<file path="src/rtl/spiker_word_packer.sv">
// Flow-controlled loader that assembles N_SPIKES spike bits from WIDTH-bit words into one frame.
// Optional per-frame popcount on spike_count_o is built only when SPIKER_PACKER_POPCOUNT_EN is defined.
module spiker_word_packer #(
    parameter int WIDTH    = 32,
    parameter int N_SPIKES = 784,
    localparam int N_WORDS = (N_SPIKES + WIDTH - 1) / WIDTH,
    localparam int IW      = (N_WORDS > 1) ? $clog2(N_WORDS) : 1,
    localparam int CW      = $clog2(N_SPIKES + 1)
) (
    input  logic                clk_i,
    input  logic                rst_ni,
    input  logic                clear_i,
    input  logic                word_valid_i,
    input  logic [WIDTH-1:0]    word_i,
    output logic                word_ready_o,
    output logic                frame_valid_o,
    input  logic                frame_ready_i,
    output logic [N_SPIKES-1:0] spikes_o,
    output logic [IW-1:0]       word_idx_o,
    output logic [CW-1:0]       spike_count_o
);

    // Handshakes: a word moves when word_valid_i & word_ready_o at a rising edge (and no clear_i);
    // a frame moves when frame_valid_o & frame_ready_i. Ready/valid outputs decode registered state only.
    typedef enum logic {
        S_FILL = 1'b0,
        S_FULL = 1'b1
    } state_t;

    state_t              state_q, state_d;
    logic [IW-1:0]       word_idx_q;
    logic [N_SPIKES-1:0] spikes_q;
    logic                accept;
    logic                last_word;

    assign word_ready_o  = (state_q == S_FILL);
    assign frame_valid_o = (state_q == S_FULL);
    assign word_idx_o    = word_idx_q;
    assign spikes_o      = spikes_q;

    assign last_word = (word_idx_q == IW'(N_WORDS - 1));
    assign accept    = word_valid_i & word_ready_o & ~clear_i;

    always_ff @(posedge clk_i or negedge rst_ni) begin
        if (!rst_ni) begin
            state_q <= S_FILL;
        end else begin
            state_q <= state_d;
        end
    end

    always_comb begin
        state_d = state_q;
        if (clear_i) begin
            state_d = S_FILL;
        end else begin
            case (state_q)
                S_FILL:  if (accept && last_word) state_d = S_FULL;
                S_FULL:  if (frame_ready_i) state_d = S_FILL;
                default: state_d = S_FILL;
            endcase
        end
    end

    always_ff @(posedge clk_i or negedge rst_ni) begin
        if (!rst_ni) begin
            word_idx_q <= '0;
        end else if (clear_i) begin
            word_idx_q <= '0;
        end else if (accept) begin
            word_idx_q <= last_word ? '0 : word_idx_q + IW'(1);
        end
    end

    // Bit-wise write so the last word's bits beyond N_SPIKES simply have no destination.
    always_ff @(posedge clk_i or negedge rst_ni) begin
        if (!rst_ni) begin
            spikes_q <= '0;
        end else if (accept) begin
            for (int i = 0; i < N_SPIKES; i++) begin
                if (word_idx_q == IW'(i / WIDTH)) begin
                    spikes_q[i] <= word_i[i % WIDTH];
                end
            end
        end
    end

`ifdef SPIKER_PACKER_POPCOUNT_EN
    localparam int              LAST_BITS = N_SPIKES - (N_WORDS - 1) * WIDTH;
    localparam logic [WIDTH-1:0] LAST_MASK = {WIDTH{1'b1}} >> (WIDTH - LAST_BITS);

    logic [WIDTH-1:0] masked_word;
    logic [CW-1:0]    word_pop;
    logic [CW-1:0]    count_q;

    always_comb begin
        masked_word = last_word ? (word_i & LAST_MASK) : word_i;
        word_pop    = '0;
        for (int j = 0; j < WIDTH; j++) begin
            word_pop = word_pop + CW'(masked_word[j]);
        end
    end

    // Index 0 marks the first accept of a frame, so the running count restarts there.
    always_ff @(posedge clk_i or negedge rst_ni) begin
        if (!rst_ni) begin
            count_q <= '0;
        end else if (clear_i) begin
            count_q <= '0;
        end else if (accept) begin
            count_q <= ((word_idx_q == '0) ? '0 : count_q) + word_pop;
        end
    end

    assign spike_count_o = count_q;
`else
    assign spike_count_o = '0;
`endif

endmodule
</file>
<file path="config.mk">
export PLATFORM = sky130hd
export DESIGN_NAME = spiker_word_packer
export DESIGN_NICKNAME = d
export VERILOG_FILES = /design/src/rtl/spiker_word_packer.sv
export SDC_FILE = /design/constraint.sdc
export NUM_CORES = 1
export LEC_CHECK = 0
export CELL_PAD_IN_SITES_DETAIL_PLACEMENT = 1
export CELL_PAD_IN_SITES_GLOBAL_PLACEMENT = 1
export CORE_AREA = 4 4 326 328
export DETAILED_ROUTE_END_ITERATION = 10
export DIE_AREA = 0 0 330 332
export GPL_ROUTABILITY_DRIVEN = 0
export PLACE_DENSITY_LB_ADDON = 0.1
export RECOVER_POWER = 100
export SLEW_MARGIN = 15
export SYNTH_ARGS = -nofsm -noshare
export SYNTH_HDL_FRONTEND = slang
export SYNTH_SLANG_ARGS = --single-unit
</file>
<file path="constraint.sdc">
create_clock -name clk_i -period 2.4 [get_ports clk_i]
set_clock_uncertainty 0.15 [all_clocks]
set_input_delay 0.72 -clock clk_i [delete_from_list [all_inputs] [get_ports clk_i]]
set_output_delay 0.72 -clock clk_i [all_outputs]
set_load 0.01 [all_outputs]
</file>
==> flow_summary.yaml <==
run_status:
  status: "finished clean"
grt:
  grt_pass1_wl_mm: 169.2
  met2_usage_pct: 37.45
  use_met3_pct: 7.592
  antenna_found_initial: 9
  met1_usage_pct: 24.52
  busiest_layer: "met2"
  grt_usage_pct: 21.48
  gr-total-overflow: 0
  grt_pass1_vias: 21490
  grt_max_degree: 95
cts:
  cts_buffers: 92
  clk_latency_ns: 0.66
  cts_tree: "built"
  htreeDepth: 3
  cts_buffer_depth: 3
  cts-root-buf: "clkbuf_16"
  clock_sinks: 790
  clkSlewWorstSetupHoldPaths_ns: 0.06
logic_synthesis:
  synth.area.top_cells: "dfrtp_1, mux2_2, mux2_1, clkbuf_1, buf_2"
  avgSynthCellArea_um2: 16.58
  synthCells: 1802
  synth_area_mm2: 0.02988
  yosysTopAreaCell: "dfrtp_1"
  synth.distinct_cells: 33
  ys_seq_area_share_pct: 66.16
  ys_warn_count: 0
  synth_top_area_share_pct: 66.16
  synth-seq-cells: 790
die:
  fp.dieH_um: 332
  start_util_pct: 28.95
  core_region_area_mm2: 0.1032
  die-width_um: 330
  ioPinCount: 838
  rows: 118
  dieArea_mm2: 0.1096
sta:
  drv_slew: 0
  setup_violations: 0
  fmax_mhz: 424.7
  rsz0062_at_grt: "no"
  tightest_slew_ns: 1.108
  slew_headroom_pct: 26.11
  min_period_ns: 2.355
  hold_viol_final: 0
  timing.final.crit_share_pct: 98.12
layout:
  fillCellCount: 10540
  fin_cells: 4164
  layout-drive-gt1-share_pct: 37.63
  multi_input_area_mm2: 0.009404
  finalNetCount: 2752
  final_cell_mix: "dfrtp_1, dlygate4sd2_1, mux2_2"
  layout_commonest_cell: "dfrtp_1"
  regArea_mm2: 0.01977
  syn2layout_area_growth_pct: 41.79
worst_setup_path:
  worstPathRequired_ns: 2.79
  cp-start-kind: "input pin"
  worst_setup_path_end_kind: "flip-flop"
  r2r_cells: 5
  r2r-end: "spikes_o[537]"
  arrival_ns: 2.74
  worst_r2r_startpoint: "frame_valid_o"
  cp_max_fo: 22
  cp-startpoint: "word_valid_i"
  rrSetupSlack_ns: 0.10
  worstSetupEndpoint: "spikes_o[537]"
  path_class: "in2reg"
pwr:
  intPower_uw: 23820
  vdd_drop_max_v: 0.0004446
  netSwitchingFraction_pct: 25.19
  p_sw_uw: 8021
  p_total_uw: 31840
  clockPowerShare_pct: 44.6
  p_leak_uw: 0.02392
  pwr-share-seq_pct: 45.4
  comb_power_share_pct: 10.0
  powerDensity_mw_per_mm2: 751.5
hold_path:
  min_path_cells: 1
  hp-class: "reg2reg"
routing:
  wl_mm: 119.9
  initialDrtViolationCount: 784
  firstDrtPassIters: 4
  wl_per_cell_um: 28.80
  vias: 19380
  drc_errors: 0
  viasPerCell: 4.653
  final_antenna_net_count: 0
placed_design:
  place_inst: 3995
  portBuffers: 827
  dp_hpwl_mm: 86.53
flow_run:
  drv_cap: 0
cells in the mapped netlist, drive strengths merged:
| cell | n |
|---|---|
| a21oi | 3 |
| a31oi | 2 |
| and3 | 1 |
| and4b | 1 |
| and4bb | 2 |
| buf | 87 |
| clkbuf | 68 |
| conb | 1 |
| dfrtp | 790 |
| ha | 5 |
| inv | 4 |
| mux2 | 784 |
| mux2i | 1 |
| nand2 | 13 |
| nand2b | 1 |
| nand3 | 5 |
| nand3b | 5 |
| nand4 | 1 |
| nand4b | 2 |
| nand4bb | 1 |
| nor2 | 11 |
| nor3b | 4 |
| nor4b | 4 |
| o22a | 1 |
| or3 | 4 |
| or4b | 1 |
worst min-delay path by stage:
stage                   from  slack [ns]       endpoint
2_1_floorplan         rst_ni        0.27  frame_valid_o
3_3_place_gp   spikes_o[387]        0.32  spikes_o[387]
3_5_place_dp   spikes_o[612]        0.32  spikes_o[612]
4_1_cts        spikes_o[612]        0.33  spikes_o[612]
5_1_grt        spikes_o[387]        0.35  spikes_o[387]
6_report       spikes_o[612]        0.33  spikes_o[612]
critical path, stage by stage:
cell,delay [ns]
clkdlybuf4s50_1,0.48
or4b_1,0.43
buf_4,0.18
nor2_4,0.11
clkbuf_4,0.40
mux2_2,0.39
registers in the layout (all words and copies together) (netlist names):
name / count
spikes_o: 784
word_idx_o: 5
frame_valid_o: 1
per-layer routing:
layer	up-vias	wire length [um]
met5	-	16
met2	704	60240
met3	148	10810
met1	10390	45070
li1	8136	-
met4	2	3797
what timing repair did:
| item | 4_1_cts | 5_1_grt |
|---|---|---|
| resized for setup | 812 | 2 |
| hold buffers | 1 | 0 |
| setup buffers | 0 | 0 |
| setup endpoints to repair | 791 | 17 |
| endpoints found under the hold margin | 1 | 0 |
power by group through the flow:
stage	Clock, uW	Combinational, uW	Sequential, uW
global route	15200	3400	14500
finish	14200	3170	14500
global placement	0	3780	14700
CTS	14700	3320	14500
floorplan	0	828	15000
detailed placement	0	3830	14700
kinds of logic (layout without fill, tap and decap cells):
logic type / Yosys count / in the layout / synth area share, %
flops: 790 / 790 / 66.16
compound gates: 6 / 6 / 0.1214
mux: 785 / 785 / 29.58
other cells: 1 / 12 / 0.01255
buf+inv: 159 / 1130 / 2.554
fa+ha+maj: 5 / 5 / 0.2094
simple gates: 56 / 56 / 1.365
per-stage QoR:
stage	TNS, ns	cell area (um2)	worst slack (ns)	utilization [%]	hold WS (ns)
2_1_floorplan	0	29910	0.1035	-	0.2744
3_3_place_gp	-275.44	40820	-0.6095	39.56	0.3193
3_5_place_dp	-277.97	40820	-0.6136	39.56	0.3238
4_1_cts	0	42920	0.005125	41.58	0.3322
5_1_grt	0	42360	0.002089	41.05	0.3479
6_report	0	42370	0.04512	41.06	0.3310
final cells by class:
class                      count  share of cell area, %
antenna                        2                0.01181
tap                         1380                  4.075
clock buffer                 125                  6.151
sequential                   790                  46.67
multi-input combinational    862                  22.20
clock inverter                41                  1.096
inverter                       4                0.03544
timing repair buffer         960                  19.77
Power figures use the tool's default switching activity.
